<file path="config.mk">
export PLATFORM = sky130hd
export DESIGN_NAME = key_beep_seq
export DESIGN_NICKNAME = d
export VERILOG_FILES = /design/src/rtl/key_beep_seq.sv
export SDC_FILE = /design/constraint.sdc
export NUM_CORES = 1
export LEC_CHECK = 0
export ABC_AREA = 1
export CAP_MARGIN = 20
export CORE_MARGIN = 3
export CORE_UTILIZATION = 53
export DETAILED_ROUTE_END_ITERATION = 16
export GPL_TIMING_DRIVEN = 0
export PLACE_DENSITY = 0.79
export SETUP_SLACK_MARGIN = 0.15
export SKIP_LAST_GASP = 1
export SLEW_MARGIN = 25
export SYNTH_ARGS = -nofsm -noshare
export SYNTH_HDL_FRONTEND = slang
export SYNTH_SLANG_ARGS = --single-unit
</file>
<file path="constraint.sdc">
create_clock -name sys_clk -period 1.8 [get_ports sys_clk]
set_input_delay 0.36 -clock sys_clk [delete_from_list [all_inputs] [get_ports sys_clk]]
set_output_delay 0.36 -clock sys_clk [all_outputs]
set_load 0.05 [all_outputs]
</file>
<file path="src/rtl/key_beep_seq.sv">
// key_beep_seq: multi-key buzzer controller, toggle or chirp-sequence mode.
// Optional one-deep press queue: define KEY_BEEP_QUEUE_EN.
module key_beep_seq #(
  parameter int KEY_NUM    = 2,
  parameter int ON_CYCLES  = 5_000_000,
  parameter int OFF_CYCLES = 5_000_000
) (
  input  logic               sys_clk,
  input  logic               sys_rst_n,
  input  logic [KEY_NUM-1:0] key_filter,
  input  logic               mode,
  output logic               beep,
  output logic               busy,
  output logic [KEY_NUM-1:0] key_event,
  output logic               drop
);

  localparam int MAXC = (ON_CYCLES > OFF_CYCLES) ?
                        ON_CYCLES : OFF_CYCLES;
  localparam int CW = $clog2(MAXC + 1);
  localparam int RW = $clog2(KEY_NUM + 1);
  localparam logic [CW-1:0] ON_LD  = CW'(ON_CYCLES - 1);
  localparam logic [CW-1:0] OFF_LD = CW'(OFF_CYCLES - 1);

  typedef enum logic [1:0] {IDLE, ON, OFF} state_t;

  state_t state_q, state_n;
  logic [CW-1:0] cnt_q, cnt_n;
  logic [RW-1:0] rem_q, rem_n;
  logic [KEY_NUM-1:0] key_d0;
  logic [KEY_NUM-1:0] press;
  logic [RW-1:0] win;
  logic any, multi, found;
  logic beep_n, busy_n, drop_n;
  logic pend_hit;
  logic [RW-1:0] pend_sel;

`ifdef KEY_BEEP_QUEUE_EN
  logic pend_v_q, pend_v_n;
  logic [RW-1:0] pend_idx_q, pend_idx_n;
  assign pend_hit = pend_v_q;
  assign pend_sel = pend_idx_q;
`else
  assign pend_hit = 1'b0;
  assign pend_sel = win;
`endif

  assign press = ~key_filter & key_d0;

  // lowest-index press wins; flag when more than one arrived together
  always_comb begin
    win   = '0;
    any   = 1'b0;
    multi = 1'b0;
    found = 1'b0;
    for (int i = 0; i < KEY_NUM; i++) begin
      if (press[i]) begin
        if (found) begin
          multi = 1'b1;
        end else begin
          found = 1'b1;
          win   = RW'(i);
        end
      end
    end
    any = found;
  end

  // next-state, counters and registered-output values
  always_comb begin
    state_n = state_q;
    cnt_n   = cnt_q;
    rem_n   = rem_q;
    beep_n  = beep;
    drop_n  = multi;
    unique case (state_q)
      IDLE: begin
        if (!mode) begin
          if (any) beep_n = ~beep;
        end else if (any || pend_hit) begin
          state_n = ON;
          beep_n  = 1'b0;
          cnt_n   = ON_LD;
          rem_n   = pend_hit ? pend_sel : win;
          if (pend_hit && any) drop_n = 1'b1;
        end else begin
          beep_n = 1'b1;
        end
      end
      ON: begin
        if (cnt_q != '0) begin
          cnt_n = cnt_q - CW'(1);
        end else if (rem_q == '0) begin
          state_n = IDLE;
          beep_n  = 1'b1;
        end else begin
          state_n = OFF;
          beep_n  = 1'b1;
          cnt_n   = OFF_LD;
        end
      end
      OFF: begin
        if (cnt_q != '0) begin
          cnt_n = cnt_q - CW'(1);
        end else begin
          state_n = ON;
          beep_n  = 1'b0;
          cnt_n   = ON_LD;
          rem_n   = rem_q - RW'(1);
        end
      end
      default: begin
        state_n = IDLE;
        beep_n  = 1'b1;
      end
    endcase
`ifdef KEY_BEEP_QUEUE_EN
    pend_v_n   = pend_v_q;
    pend_idx_n = pend_idx_q;
    if (state_q == IDLE) begin
      pend_v_n = 1'b0;
    end else if (any) begin
      if (!pend_v_q) begin
        pend_v_n   = 1'b1;
        pend_idx_n = win;
      end else begin
        drop_n = 1'b1;
      end
    end
`else
    if (state_q != IDLE && any) drop_n = 1'b1;
`endif
    busy_n = (state_n != IDLE);
  end

  // state and output registers
  always_ff @(posedge sys_clk or negedge sys_rst_n) begin
    if (!sys_rst_n) begin
      state_q   <= IDLE;
      cnt_q     <= '0;
      rem_q     <= '0;
      key_d0    <= '1;
      beep      <= 1'b1;
      busy      <= 1'b0;
      key_event <= '0;
      drop      <= 1'b0;
    end else begin
      state_q   <= state_n;
      cnt_q     <= cnt_n;
      rem_q     <= rem_n;
      key_d0    <= key_filter;
      beep      <= beep_n;
      busy      <= busy_n;
      key_event <= press;
      drop      <= drop_n;
    end
  end

`ifdef KEY_BEEP_QUEUE_EN
  // pending press slot
  always_ff @(posedge sys_clk or negedge sys_rst_n) begin
    if (!sys_rst_n) begin
      pend_v_q   <= 1'b0;
      pend_idx_q <= '0;
    end else begin
      pend_v_q   <= pend_v_n;
      pend_idx_q <= pend_idx_n;
    end
  end
`endif

endmodule

</file>
### After elaboration in Yosys (flattened, before gate mapping)

Index checks and enable logic that the tools add are counted.

| operators by class | value |
|---|---|
| $add $sub $neg | 2 |
| equal/unequal tests | 8 |
| muxes and demuxes | 29 |
| bitwise gates (word level) | 3 |
| reductions and logical operators | 11 |

Operator list:

| cell | number |
|---|---|
| 2-to-1 mux 23 bit | 5 |
| case mux 23 bit (3 select lines) | 1 |
| nonzero test 23 bit | 1 |
| subtractor 23 x 1 -> 23 bit (second input constant) | 1 |
| 2-to-1 mux 2 bit | 9 |
| 2-to-1 mux 1 bit | 11 |
| != test 2 bit (second input constant) | 4 |
| AND reduction 4 bit | 2 |
| != test 3 bit (second input constant) | 2 |
| case mux 2 bit (3 select lines) | 1 |
| nonzero test 2 bit | 3 |
| logical NOT 2 bit | 2 |
| case mux 2 bit (2 select lines) | 1 |
| case mux 1 bit (3 select lines) | 1 |
| AND reduction 3 bit | 1 |
| nonzero test 3 bit | 1 |
| bitwise AND 2 bit | 1 |
| equality test 2 x 1 -> 1 bit (second input constant) | 1 |
| equality test 2 bit (second input constant) | 1 |
| inverter 2 bit | 1 |
| subtractor 2 x 1 -> 2 bit (second input constant) | 1 |
| logical AND 1 bit | 1 |
| inverter 1 bit | 1 |

| word-level totals | value |
|---|---|
| register bits after elaboration | 34 |
| output and inout bits | 5 |

### Logic depth before layout (Yosys ltp)

Gate-level depths: netlist of the first run.

| depth | value |
|---|---|
| word-level depth | 8 |
| gate-level depth with buffers | 12 |
| gate-level depth less buffers | 11 |

### Least setup slack after synthesis of the first run

Ideal clock, no wire load.

| path | value |
|---|---|
| path kind | register -> register |
| from | reg state_q[0] |
| to | reg cnt_q[13] |
| library setup time | 118 ps |
| arrival time | 1,593 ps |
| required time | 1,682 ps |
| path slack | 88 ps |
| stages on the path, launching flop included | 11 |
| buffers on the path | 2 |
| cells stage by stage | dfrtp_1 inv_1 ha_1 nor2_1 or2_2 nand3_4 nand2_2 buf_6 buf_6 nand2_1 nand2_1 |

| on the way | value |
|---|---|
| cells in the longest elaborated chain, start to end | 3 |

Ends and longest elaborated chain:

| item | RTL line | RTL |
|---|---|---|
| start, declared | 27 | `state_t state_q, state_n;` |
| start signal, assigned | 148 | `state_q <= state_n;` |
| equality test 2 x 1 -> 1 bit (tied with other cells) | 76 | `unique case (state_q)` |
| != test 3 bit (no line) (tied with other cells) | - |  |
| AND reduction 4 bit (no line) | - |  |
| end signal, assigned | 149 | `cnt_q <= cnt_n;` |
| end, declared | 28 | `logic [CW-1:0] cnt_q, cnt_n;` |

Several ways; a longest one is shown, not always the timed one.
A chain may end at the register's enable or synchronous reset.

### Final worst setup path of the first run

| path | value |
|---|---|
| from | reg cnt_q[13] |
| to | reg cnt_q[10] |

| on the way | value |
|---|---|
| cells in the longest elaborated chain, start to end | 3 |

Ends and longest elaborated chain:

| item | RTL line |
|---|---|
| nonzero test 23 bit (*) | 91, 103 |
| != test 3 bit (no line) (tied with other cells) | - |
| AND reduction 4 bit (no line) or case mux 23 bit (3 select lines) (tied branches) | - |

Mark *: on every way between the ends. The rest lies on a longest branch, timed or not.

==> results.py, run 1 <==
metrics = {
    "run_status": {
        "status": "finished, violations left",
        "failed_checks": "setup timing",
    },
    "floorplan": {
        "num_io_pins": 10,
        "coreArea_um2": 3830,
        "rows": 22,
        "fp.dieW_um": 70.6,
        "die_h_um": 70.6,
        "start_util_pct": 57.8,
        "fp.dieArea_um2": 4980,
    },
    "timing": {
        "timing.final.crit_share_pct": 100,
        "finalSetupViolCount": 1,
        "hold_violations": 0,
        "worst-slew-pin-transition_ns": 0.495,
        "worst_hold_slack_ns": 0.488,
        "fmaxAchievable_mhz": 554,
        "skew_ns": 0.0141,
        "rsz0062_at_grt": "true",
        "max-slew-margin-rel_pct": 67.1,
        "report.final.slew_viol_count": 0,
        "fin_crit_ns": 1.80,
        "fin_ws_ns": -0.00445,
        "tns_ns": -0.00445,
    },
    "clocking": {
        "cts-root-buf": "clkbuf_8",
        "clk-insertion-delay-late_ns": 0.31,
        "clk_path_buf_depth": 2,
        "cts_tree": "yes",
        "ctsHtreeMaxLevel": 2,
        "cts.sinks": 34,
        "cts_buffers": 5,
        "cts.clk_slew.worst_paths_ns": 0.08,
    },
    "drt": {
        "vias_per_cell": 5.91,
        "ant_nets": 0,
        "routedWlPerCell_um": 17.2,
        "first_iter_violations": 510,
        "drc": 0,
        "dr.pass1.iters": 6,
        "vias": 2564,
        "drt-total-wl_um": 7480,
    },
    "job": {
        "drv_cap": 0,
    },
    "setup_path": {
        "path_common_cell": "buf_8",
        "critPathSlowestCell": "dfrtp_1",
        "critPathMaxFanout": 5,
        "cp-start-kind": "flip-flop",
        "critical_path_class": "reg -> reg",
        "cpPeakStageDelay_ns": 0.41,
        "worstPathCellList": "nor2_1 -> nand2_1 -> nor2_2 -> nand3_2 -> nand2_2 -> nand3_4 -> nand2_4 -> buf_8 -> buf_12 -> buf_8 -> o21ai_1",
        "crit-reg2reg-launch": "cnt_q[13]",
        "critPathCaptureType": "flip-flop",
        "cp_data_required_time_ns": 1.98,
        "cp.arrival_ns": 1.99,
        "r2r_setup_slack_ns": -0.004,
        "worstSetupStartpoint": "cnt_q[13]",
    },
    "power_and_ir_drop": {
        "swShare_pct": 46.3,
        "power_switching_uw": 2510,
        "pwr-share-comb_pct": 66.0,
        "p_clk_share_pct": 11.5,
        "p_leak_uw": 0.00158,
        "seqPwrFrac_pct": 22.5,
        "power_density_nw_per_um2": 1740,
        "ir_drop_uv": 1250,
        "p_int_uw": 2910,
    },
    "place": {
        "place_area_um2": 2410,
        "gp_congestion": 0.908,
        "dp_hpwl_um": 3740,
        "placedCellCount": 376,
        "io_buffers": 9,
        "place_worst_setup_slack_ns": -0.316,
    },
    "final_layout": {
        "layout_commonest_cell": "nand2_1",
        "final_cells": 434,
        "area_delta_synth_final_pct": 40.9,
        "antenna_cells": 0,
        "fin_nets": 397,
        "design_area_um2": 3110,
        "final_cell_mix": "nand2_1, buf_4, nor2_1, dfrtp_1, inv_1",
        "drive_gt1_share_pct": 33.7,
    },
    "hold_path": {
        "min_path_type": "reg -> reg",
        "hp-start": "beep",
    },
    "grt": {
        "grt_pass1_vias": 2381,
        "grt_max_degree": 22,
        "grt.overflow.total": 0,
        "grt_usage_pct": 27.3,
        "grt_pass1_wl_um": 10800,
        "antenna_found_initial": 0,
    },
    "yosys": {
        "ys_seq_area_share_pct": 38.7,
        "ys_seq_elements": 34,
        "avgSynthCellArea_um2": 6.95,
        "netlist_instances": 318,
        "yosys_warnings": 0,
        "syn-cell-area_um2": 2210,
        "synth.distinct_cells": 26,
        "synth_fp_nets": 330,
    },
}
-- cell usage after synthesis --
master    instances  share of area (%)
ha_1              7                4.0
a21oi_1           1               0.23
nand2_2           5                1.4
o21ai_0          21                4.8
dfrtp_1          31                 35
o21bai_1          1               0.34
nand3_1          26                5.9
nor2_1           50                8.5
or2_2             5                1.4
nor2_4            1               0.51
o22ai_1           1               0.28
inv_1            32                5.4
nand3b_1          2               0.68
xor2_1            3                1.2
nand3_4           1               0.79
nor2_2            4                1.1
clkbuf_1          3               0.51
nand3_2           1               0.45
buf_6             2                1.0
buf_2             3               0.68
xnor2_1           3                1.2
nand4_1          13                3.7
o21ai_1           2               0.45
dfstp_2           3                3.6
a21o_1            2               0.68
nand2_1          95                 16
-- power by group through the flow --
stage          clock network, uW  logic (uW)  registers (uW)
2_1_floorplan                  0        1460            1310
3_3_place_gp                   0        1970            1230
3_5_place_dp                   0        2030            1240
4_1_cts                      603        2930            1190
5_1_grt                      648        3840            1250
6_report                     625        3580            1220
-- routing by layer --
metal / part of all wire (%) / vias to the layer above / global-route usage (%)
met5: 0 / - / 0
met4: 5.3 / 0 / 14.0
met3: 9.5 / 62 / 7.39
met2: 47 / 193 / 44.7
met1: 39 / 1169 / 32.9
li1: - / 1140 / -
-- cell families (layout without fill, tap and decap cells) --
logic type	count (synthesis)	in the layout	share of synthesized area, %
adders and majority gates	7	7	3.96
xor gates and xnor gates	6	6	2.38
DFF	34	34	38.7
and+or+nand+nor	203	203	40.6
buffers and inverters	40	108	7.64
AOI/OAI and AO/OA	28	28	6.74
-- sequential cells by signal, summed over array words and instances, names as in the netlist --
signal     flops
key_event      2
drop           1
state_q        2
busy           1
beep           1
key_d0         2
cnt_q         23
rem_q          2
-- final cells by class --
type                            instances  area (um^2)
Tap cell                               48         60.1
Fill cell                             198          713
Timing Repair Buffer                   62          548
Clock buffer                            7         86.3
Inverter                               32          123
Multi-Input combinational cell        244         1360
Sequential cell                        34          856
Clock inverter                          1         5.00
Buffer                                  6         75.1
-- worst max-delay path, delay by kind of cell (launching register included) --
kind / cells / cell delay [ns]
and+or+nand+nor: 7 / 0.87
DFF: 1 / 0.41
buffers and inverters: 3 / 0.33
AOI/OAI and AO/OA: 1 / 0.06
-- final timing paths --
kind | end | cells past startpoint
min reg2reg | beep | 2
max | cnt_q[10] | 11
min in group asynchronous | cnt_q[19] | 2
max in group asynchronous | key_d0[1] | 3
min | beep | 2
max reg2reg | cnt_q[10] | 11
-- metrics by stage --
| stage | utilization, % | power [uW] |
|---|---|---|
| 3_3_place_gp | 62.3 | 3200 |
| 4_1_cts | 76.4 | 4730 |
| 5_1_grt | 81.4 | 5740 |
| 2_1_floorplan | - | 2770 |
| 3_5_place_dp | 62.9 | 3270 |
| 6_report | 81.4 | 5420 |
-- what timing repair did --
action | 4_1_cts | 5_1_grt
setup buffers | 35 | 14
pin swaps | 20 | 13
hold buffers | 1 | 0
hold endpoints to repair | 13 | 0
resized for setup | 45 | 38
gates cloned | 2 | 0
setup endpoints to repair | 33 | 30
Power figures use the tool's default switching activity.
==> run 2, diff against run 1 <==
CAP_MARGIN = not set   (was 20)
==> results of run 2 <==
No change in the layout: final DEF, timing and power equal those of run 1.
==> run 3, diff against run 2 <==
RECOVER_POWER = 50   (was not set)
==> run 3 against run 2 <==
The run still ends with setup timing left. Cell area hardly changed. Setup slack got worse by 0.0080 ns. Critical path depth unchanged. Flip-flop and latch count did not move. Utilization about the same. Critical endpoint unchanged. Largest power group unchanged. Global-route usage unchanged.
==> results.py, run 3 (same netlist as run 1, synthesis figures left out) <==
metrics = {
    "grt": {
        "grt_usage_pct": 27.3,
        "antenna_found_initial": 0,
        "grt_pass1_vias": 2381,
        "grt_max_degree": 22,
        "grt_pass1_wl_um": 10800,
        "grt.overflow.total": 0,
    },
    "timing": {
        "skew_ns": 0.0154,
        "finalSetupViolCount": 2,
        "hold_violations": 0,
        "report.final.slew_viol_count": 0,
        "rsz0062_at_grt": "true",
        "timing.final.crit_share_pct": 101,
        "max-slew-margin-rel_pct": 40.8,
        "fin_ws_ns": -0.0124,
        "worst-slew-pin-transition_ns": 0.888,
        "fmaxAchievable_mhz": 552,
        "fin_crit_ns": 1.81,
    },
    "setup_path": {
        "worstPathCellList": "nor2_1 -> nand2_1 -> nor2_2 -> nand3_2 -> nand2_2 -> nand3_4 -> nand2_4 -> buf_8 -> buf_12 -> buf_8 -> o21ai_1",
        "cp-start-kind": "flip-flop",
        "critPathMaxFanout": 5,
        "critPathSlowestCell": "dfrtp_1",
        "critPathCaptureType": "flip-flop",
        "worstSetupStartpoint": "cnt_q[13]",
        "critical_path_class": "reg -> reg",
        "cpPeakStageDelay_ns": 0.41,
        "crit-reg2reg-launch": "cnt_q[13]",
        "cp.arrival_ns": 1.99,
        "path_common_cell": "buf_8",
        "cp_data_required_time_ns": 1.98,
    },
    "drt": {
        "vias": 2524,
        "dr.pass1.iters": 6,
        "vias_per_cell": 5.82,
        "first_iter_violations": 510,
        "routedWlPerCell_um": 17.0,
        "drt-total-wl_um": 7390,
        "ant_nets": 0,
        "drc": 0,
    },
    "power_and_ir_drop": {
        "ir_drop_uv": 1250,
        "p_leak_uw": 0.00158,
        "power_density_nw_per_um2": 1740,
        "power.total_uw": 5410,
    },
    "clocking": {
        "clk_path_buf_depth": 2,
        "clk-insertion-delay-late_ns": 0.31,
        "cts.clk_slew.worst_paths_ns": 0.08,
        "cts_buffers": 5,
        "cts-root-buf": "clkbuf_8",
        "cts_tree": "yes",
        "ctsHtreeMaxLevel": 2,
        "cts.sinks": 34,
    },
    "final_layout": {
        "largest_register_ffs": 23,
        "fin_nets": 397,
        "area_delta_synth_final_pct": 40.8,
        "final_cell_mix": "nand2_1, buf_4, nor2_1, dfrtp_1, inv_1",
        "largest-register": "cnt_q",
        "design_area_um2": 3110,
        "antenna_cells": 0,
        "drive_gt1_share_pct": 33.4,
        "final.fill_count": 198,
        "seq_area_um2": 856,
        "layout_commonest_cell": "nand2_1",
        "multi_input_area_um2": 1360,
    },
    "hold_path": {
        "min_path_type": "reg -> reg",
        "hp-start": "beep",
    },
    "place": {
        "gp_congestion": 0.908,
        "io_buffers": 9,
        "place_worst_setup_slack_ns": -0.316,
        "dp_hpwl_um": 3740,
        "place_area_um2": 2410,
    },
    "run_status": {
        "status": "finished, violations left",
        "failed_checks": "setup timing",
    },
    "floorplan": {
        "start_util_pct": 57.8,
        "fp.dieW_um": 70.6,
        "die_h_um": 70.6,
        "rows": 22,
        "fp.dieArea_um2": 4980,
        "num_io_pins": 10,
        "coreArea_um2": 3830,
    },
    "job": {
        "drv_cap": 0,
    },
}
-- run 3: area by class of cell --
| type | instances | share of cell area [%] |
|---|---|---|
| clock inverters | 1 | 0.161 |
| clock buffers | 7 | 2.77 |
| well taps | 48 | 1.93 |
| inverters | 32 | 3.94 |
| plain buffers | 6 | 2.41 |
| multi-input cells | 244 | 43.7 |
| flip-flops and latches | 34 | 27.5 |
| repair buffers | 62 | 17.6 |
-- run 3: worst max-delay path: cells and delay by family, from the launching register on --
kind,cells,cell delay [ns]
compound gates,1,0.06
simple gates,7,0.89
flops,1,0.41
buf+inv,3,0.33
-- run 3: power breakdown --
group | internal (uW) | total [uW] | switching (uW)
registers | 1010 | 1220 | 211
logic | 1590 | 3570 | 1980
clock network | 309 | 617 | 308
total | 2910 | 5410 | 2500
-- run 3: metal layers --
| layer | share of wire, % | routed length, um | track usage [%] |
|---|---|---|---|
| met4 | 5.0 | 367 | 14.0 |
| met1 | 39 | 2910 | 32.9 |
| met3 | 8.6 | 632 | 7.39 |
| met5 | 0 | 0 | 0 |
| met2 | 47 | 3480 | 44.7 |
-- run 3: worst paths after layout --
path                              to  slack [ns]  depth (start not counted)
setup / recovery           cnt_q[10]       -0.01                         11
hold / removal                  beep        0.49                          2
setup reg to reg           cnt_q[10]       -0.01                         11
hold reg to reg                 beep        0.49                          2
max in group asynchronous  key_d0[1]        0.43                          3
min in group asynchronous  cnt_q[19]        0.69                          2
-- run 3: per-stage QoR --
step | cells | TNS [ns] | util, % | hold slack [ns]
after global placement | 375 | -17.02 | 62.3 | 0.473
after global routing | 434 | -0.882 | 81.3 | 0.507
after floorplan | 318 | 0 | - | 0.0644
after CTS | 421 | 0 | 76.4 | 0.487
final | 434 | -0.0137 | 81.3 | 0.488
after detailed placement | 376 | -6.74 | 62.9 | 0.290
-- run 3: timing repair --
| item | 4_1_cts | 5_1_grt |
|---|---|---|
| hold endpoints to repair | 13 | 0 |
| setup buffers | 35 | 14 |
| hold buffers | 1 | 0 |
| gates cloned | 2 | 0 |
| endpoints found under the setup margin | 33 | 30 |
| pin swaps | 20 | 13 |
| gates resized for setup | 45 | 38 |
